### src/rtl/ntt_pkg.sv
`default_nettype none
// ntt_pkg: shared NTT datapath definitions: serial subtractor states, default modulus/width, counter sizing.
package ntt_pkg;

  typedef enum logic [1:0] {
    IDLE = 2'd0,
    SUB  = 2'd1,
    CORR = 2'd2
  } state_t;

  localparam int NTT_Q     = 3329;
  localparam int NTT_WIDTH = 12;

  // Bit counter must reach WIDTH itself, not just WIDTH-1.
  function automatic int cnt_width(input int w);
    return $clog2(w + 1);
  endfunction

endpackage
`default_nettype wire

### src/rtl/half_subtractor.sv
`default_nettype none
// half_subtractor: one-bit a - b; two of these plus an OR form a full subtractor.
module half_subtractor (
  input  logic a,
  input  logic b,
  output logic diff,
  output logic borrow
);

  assign diff   = a ^ b;
  assign borrow = ~a & b;

endmodule
`default_nettype wire

### src/rtl/mod_sub_serial.sv
`default_nettype none
// mod_sub_serial: bit-serial (a - b) mod Q, LSB first, one bit per clock, with a serial +Q correction pass.
// Build option MOD_SUB_CONST_TIME_EN always runs the correction pass (adding 0 when no borrow) for fixed latency.
module mod_sub_serial
  import ntt_pkg::*;
#(
  parameter int WIDTH = NTT_WIDTH,
  parameter int Q     = NTT_Q
) (
  input  logic             clk,
  input  logic             rst_n,
  input  logic             start,
  input  logic [WIDTH-1:0] a,
  input  logic [WIDTH-1:0] b,
  output logic             busy,
  output logic             done,
  output logic [WIDTH-1:0] diff
);

  localparam int               CNT_W    = cnt_width(WIDTH);
  localparam logic [CNT_W-1:0] SUB_END  = CNT_W'(WIDTH);
  localparam logic [CNT_W-1:0] CORR_END = CNT_W'(WIDTH - 1);
  localparam logic [WIDTH-1:0] Q_VEC    = WIDTH'(Q);

  state_t           state, state_nx;
  logic [WIDTH-1:0] a_sh, b_sh, res;
  logic             bor, cry;
  logic [CNT_W-1:0] cnt;

  logic hs0_diff, hs0_bor, hs1_diff, hs1_bor;
  logic bor_nx;
  logic sum_bit, cry_nx;

  half_subtractor u_hs0 (
    .a      (a_sh[0]),
    .b      (b_sh[0]),
    .diff   (hs0_diff),
    .borrow (hs0_bor)
  );

  half_subtractor u_hs1 (
    .a      (hs0_diff),
    .b      (bor),
    .diff   (hs1_diff),
    .borrow (hs1_bor)
  );

  assign bor_nx = hs0_bor | hs1_bor;

  // In CORR, a_sh is reused as the addend shift register.
  assign sum_bit = res[0] ^ a_sh[0] ^ cry;
  assign cry_nx  = (res[0] & a_sh[0]) | (cry & (res[0] ^ a_sh[0]));

  assign busy = (state != IDLE);

  always_ff @(posedge clk or negedge rst_n) begin
    if (!rst_n) state <= IDLE;
    else        state <= state_nx;
  end

  always_comb begin
    state_nx = state;
    case (state)
      IDLE: if (start) state_nx = SUB;
      SUB: begin
        if (cnt == SUB_END) begin
`ifdef MOD_SUB_CONST_TIME_EN
          state_nx = CORR;
`else
          state_nx = bor ? CORR : IDLE;
`endif
        end
      end
      CORR:    if (cnt == CORR_END) state_nx = IDLE;
      default: state_nx = IDLE;
    endcase
  end

  always_ff @(posedge clk or negedge rst_n) begin
    if (!rst_n) begin
      a_sh <= '0;
      b_sh <= '0;
      res  <= '0;
      bor  <= 1'b0;
      cry  <= 1'b0;
      cnt  <= '0;
      done <= 1'b0;
      diff <= '0;
    end else begin
      done <= 1'b0;
      case (state)
        IDLE: begin
          if (start) begin
            a_sh <= a;
            b_sh <= b;
            bor  <= 1'b0;
            cry  <= 1'b0;
            cnt  <= '0;
          end
        end
        SUB: begin
          if (cnt != SUB_END) begin
            a_sh <= a_sh >> 1;
            b_sh <= b_sh >> 1;
            res  <= {hs1_diff, res[WIDTH-1:1]};
            bor  <= bor_nx;
            cnt  <= cnt + CNT_W'(1);
          end else if (state_nx == CORR) begin
            // Borrow means res holds a - b + 2^WIDTH; adding Q wraps it back into range.
            a_sh <= bor ? Q_VEC : '0;
            cry  <= 1'b0;
            cnt  <= '0;
          end else begin
            diff <= res;
            done <= 1'b1;
          end
        end
        CORR: begin
          a_sh <= a_sh >> 1;
          res  <= {sum_bit, res[WIDTH-1:1]};
          cry  <= cry_nx;
          cnt  <= cnt + CNT_W'(1);
          if (cnt == CORR_END) begin
            diff <= {sum_bit, res[WIDTH-1:1]};
            done <= 1'b1;
          end
        end
        default: ;
      endcase
    end
  end

endmodule
`default_nettype wire

### config.mk
export PLATFORM = sky130hd
export DESIGN_NAME = mod_sub_serial
export DESIGN_NICKNAME = d
export VERILOG_FILES = /design/src/rtl/ntt_pkg.sv /design/src/rtl/half_subtractor.sv /design/src/rtl/mod_sub_serial.sv
export SDC_FILE = /design/constraint.sdc
export NUM_CORES = 1
export LEC_CHECK = 0
export ABC_AREA = 1
export CORE_MARGIN = 3
export CORE_UTILIZATION = 49
export DETAILED_ROUTE_END_ITERATION = 8
export GPL_ROUTABILITY_DRIVEN = 1
export PLACE_DENSITY = 0.78
export SKIP_LAST_GASP = 1
export SYNTH_ARGS = -nofsm -noshare
export SYNTH_HDL_FRONTEND = slang
export SYNTH_HIERARCHICAL = 1
export SYNTH_SLANG_ARGS = --single-unit
### constraint.sdc
create_clock -name clk -period 1.6 [get_ports clk]
set_input_delay 0.24 -clock clk [delete_from_list [all_inputs] [get_ports clk]]
set_output_delay 0.24 -clock clk [all_outputs]
set_load 0.005 [all_outputs]
==> results.md <==
* DR vias at approximately 3000
* Final WS setup at -138 ps
* Syn-to-layout area delta at 55.8%
* Tightest slew margin relative to the limit at 73.6%
* Worst slew pin tran at around 390 ps
* Clock Pin Slew Worst Setup and Hold Paths at approximately 60 ps
* Vias per Instance at around 5.4
* Worst Skew at 7.00 ps
* Die area at 7030 um^2
* M2 GR Usage at 40.1%
* Sw power at between 3 and 4 mW
* Clock Latency Late Sink at about 340 ps
* # clock sinks at 57
* Port bufs at 40
* Largest net degree at the start of global routing at between 50 and 60
* Layout cells sized above 1 at around a third
* CP dominant cell by count: buf_6
* FP Rows at 27
* Post-Syn Nets at around 420
* P_int at slightly above 5 mW
* Final hold violations at 0
* Total GRT Usage at a little under a quarter
* CP max-delay cell: dfrtp_1
* Core Region at 5680 um^2
* Register bit total from synthesis at 57
* DRT iter0 DRCs at 209
* Root buf cell: clkbuf_8
* Setup TNS at -4100 ps
* Synthesized area at roughly 3000 um^2
* Die width at 83.9 um
* Number of max-cap violations at 0
* Largest stage delay, worst path at 400 ps
* Avg Cell Area, Syn at about 7.8 um^2
* YS warnings at 6
* CP cell instances: inv_2 > ha_4 > buf_6 > inv_8 > buf_6 > a211oi_4 > buf_6 > nor2_1 > a31oi_1
* Final #Nets at 515
* Tcrit/Tclk final at 109%
* Final Power at approximately 8.4 mW
* Detailed Place HPWL at around 4.6 mm
* WL final at about 8.7 mm
* Clock buffer depth at 2
* Vias in the first global route at between 2000 and 3000
* Fmax at 575 MHz
* Layout Utilization at about four fifths
* Register area share after synthesis at between 40% and 50%
* Total CTS buffers at 9
* Antenna Cells at 0
* Net Sw Frac at around two fifths
* Min Tclk post-route at around 1700 ps
* Initial Util at between 50 and 60%
* Bufs and invs on worst path at 5
* Distinct cells, synth at 30
* CP Launch Type: register
* Kind of critical path: reg2reg
* Met1 GRT Util at between 20% and 30%
* # IOs at around 40
* WP data required at around 1800 ps
* Crit-path leading delay family: buffers and inverters
* GRT busiest layer: met2
* Fin area at 4630 um^2
* CP endpoint kind: register
* PwrDens at between 1500 and 2000 nW/um^2
* RSZ-0062 raised after global routing: true
* Failing checks: negative setup slack
* Drt wl/cell at roughly 16 um
* ANT nets after route at 0
* Peak supply drop at ~1500 uV
* Layout Cells excl Fill at roughly 560
* Initial antenna violation count at 0
* Lkg Pwr at around 2.2 nW
* First-pass GRT wire length at 13.0 mm
* Final Wtd Congestion at 0.840
* DRC viols at 0
* Max Slew Vio Count at 0
* H-tree depth at 3
* Number of setup violations in the final report at 54
* Syn Inst Count at about 380
* Placed Cells at between 500 and 600
* Area share of the largest cell type after synthesis at between 40% and 50%
* Clk pwr share at 16.0%
* Power share of the combinational group at between 50 and 60%
* GR Overflow Total at 0
* Reg power frac at between 20% and 30%
* Pre-Repair DR Iteration Count at 4
* Placed inst area at roughly 3700 um^2
* Die height at approximately 84 um
* Post-synth top area cell: dfrtp_1
* Status: finished with violations
* M3 GR Usage at under 10%
* HP Class: in2async
* CTS tree: yes
* Worst Path Arrival at between 1500 and 2000 ps
* Worst Path Max Fanout at 13
* Synth area leaders: dfrtp_1 48%, nand2_1 19%, nand3_1 6.1%
kinds of logic after synthesis:
kind of cell,count (synthesis),synth area share (%)
AOI/OAI and AO/OA,45,8.76
and+or+nand+nor,216,31.0
xor gates and xnor gates,2,0.590
buffers and inverters,53,7.58
adders and majority gates,9,4.04
DFF,57,48.0
flip-flops by register name, summed over array words and instances, names as in the netlist:
name	cells
b_sh	12
done	1
bor	1
cry	1
res	12
cnt	4
state	2
diff	12
a_sh	12
cells in the mapped netlist:
cell	instances
nand3_1	36
a211oi_4	1
or2_2	1
nand2_1	147
a31oi_1	11
ha_1	8
inv_1	33
a21oi_2	1
nand2_4	2
nand3_2	3
buf_4	2
nor3_1	1
a21oi_1	6
o211ai_1	1
nand4_1	3
nand2_2	3
dfrtp_1	57
inv_2	2
xor2_1	1
fa_1	1
clkbuf_2	1
buf_6	1
nor2_2	2
o21ai_0	20
xnor2_1	1
o21ai_1	5
buf_2	8
nor2_1	17
clkbuf_1	6
nor2_4	1
worst paths after layout:
check	slack, ps	end	startpoint	cells past startpoint
worst max-delay path	-140	b_sh[5]	state[1]	9
worst min-delay path	450	b_sh[8]	rst_n	3
worst max register to register	-140	b_sh[5]	state[1]	9
min in group clk	470	b_sh[10]	b[10]	3
worst min register to register	480	diff[0]	diff[0]	2
max in group asynchronous	900	a_sh[11]	rst_n	3
per-layer routing:
metal / vias to the layer above / share of wire (%)
li1: 1416 / -
met1: 1481 / 40
met2: 114 / 53
met3: 13 / 5.8
met4: 0 / 1.2
met5: - / 0
cells in the final DEF, fill, tap and decap left out, types with 2 or more instances in the layout:
master,instances
a21oi_2,4
a21oi_4,2
a31oi_1,11
buf_12,2
buf_16,2
buf_4,37
buf_6,15
buf_8,3
clkbuf_16,2
clkbuf_8,11
clkdlybuf4s50_1,38
clkinv_2,2
dfrtp_1,57
ha_1,2
ha_2,2
ha_4,4
inv_1,31
inv_2,2
nand2_1,130
nand2_2,11
nand2_4,11
nand2_8,2
nand3_1,13
nand3_2,23
nand3_4,3
nand4_1,3
nor2_1,16
nor2_4,4
o21ai_0,13
o21ai_2,11
area by class of cell:
class / instances / area (um^2)
clock buffers: 12 / 155
clock inverters: 3 / 40.0
fillers: 348 / 1050
inverters: 35 / 141
multi-input cells: 274 / 1740
flip-flops and latches: 57 / 1430
well taps: 72 / 90.1
repair buffers: 102 / 1040
stage by stage:
| stage | hold WS, ps | setup slack [ps] |
|---|---|---|
| after detailed placement | 266 | -185 |
| after global placement | 263 | -122 |
| after floorplan | -55.6 | -84.9 |
| after global routing | 456 | -222 |
| after CTS | 433 | -69.2 |
| final | 446 | -138 |
worst register-to-register path, stage by stage (launching register included):
cell and delay, ps:
dfrtp_1 400, inv_2 100, ha_4 170, buf_6 130, inv_8 40, buf_6 110
a211oi_4 240, buf_6 200, nor2_1 60, a31oi_1 200
power groups by stage:
stage	combinational, mW	sequential, mW	clock (mW)
after floorplan	2.00	2.32	0
after global placement	2.94	2.36	0
after detailed placement	3.05	2.39	0
after CTS	3.74	2.37	1.37
after global routing	5.05	2.50	1.44
final	4.64	2.44	1.35
what timing repair did:
item                                   in CTS  in global routing
hold buffers                                1                  0
cloned                                      5                  4
endpoints found under the hold margin      57                  0
resized for setup                          44                 76
pin swaps                                  17                 20
setup endpoints to repair                  53                 56
setup buffers                              14                  7
(Power assumes the default switching activity.)
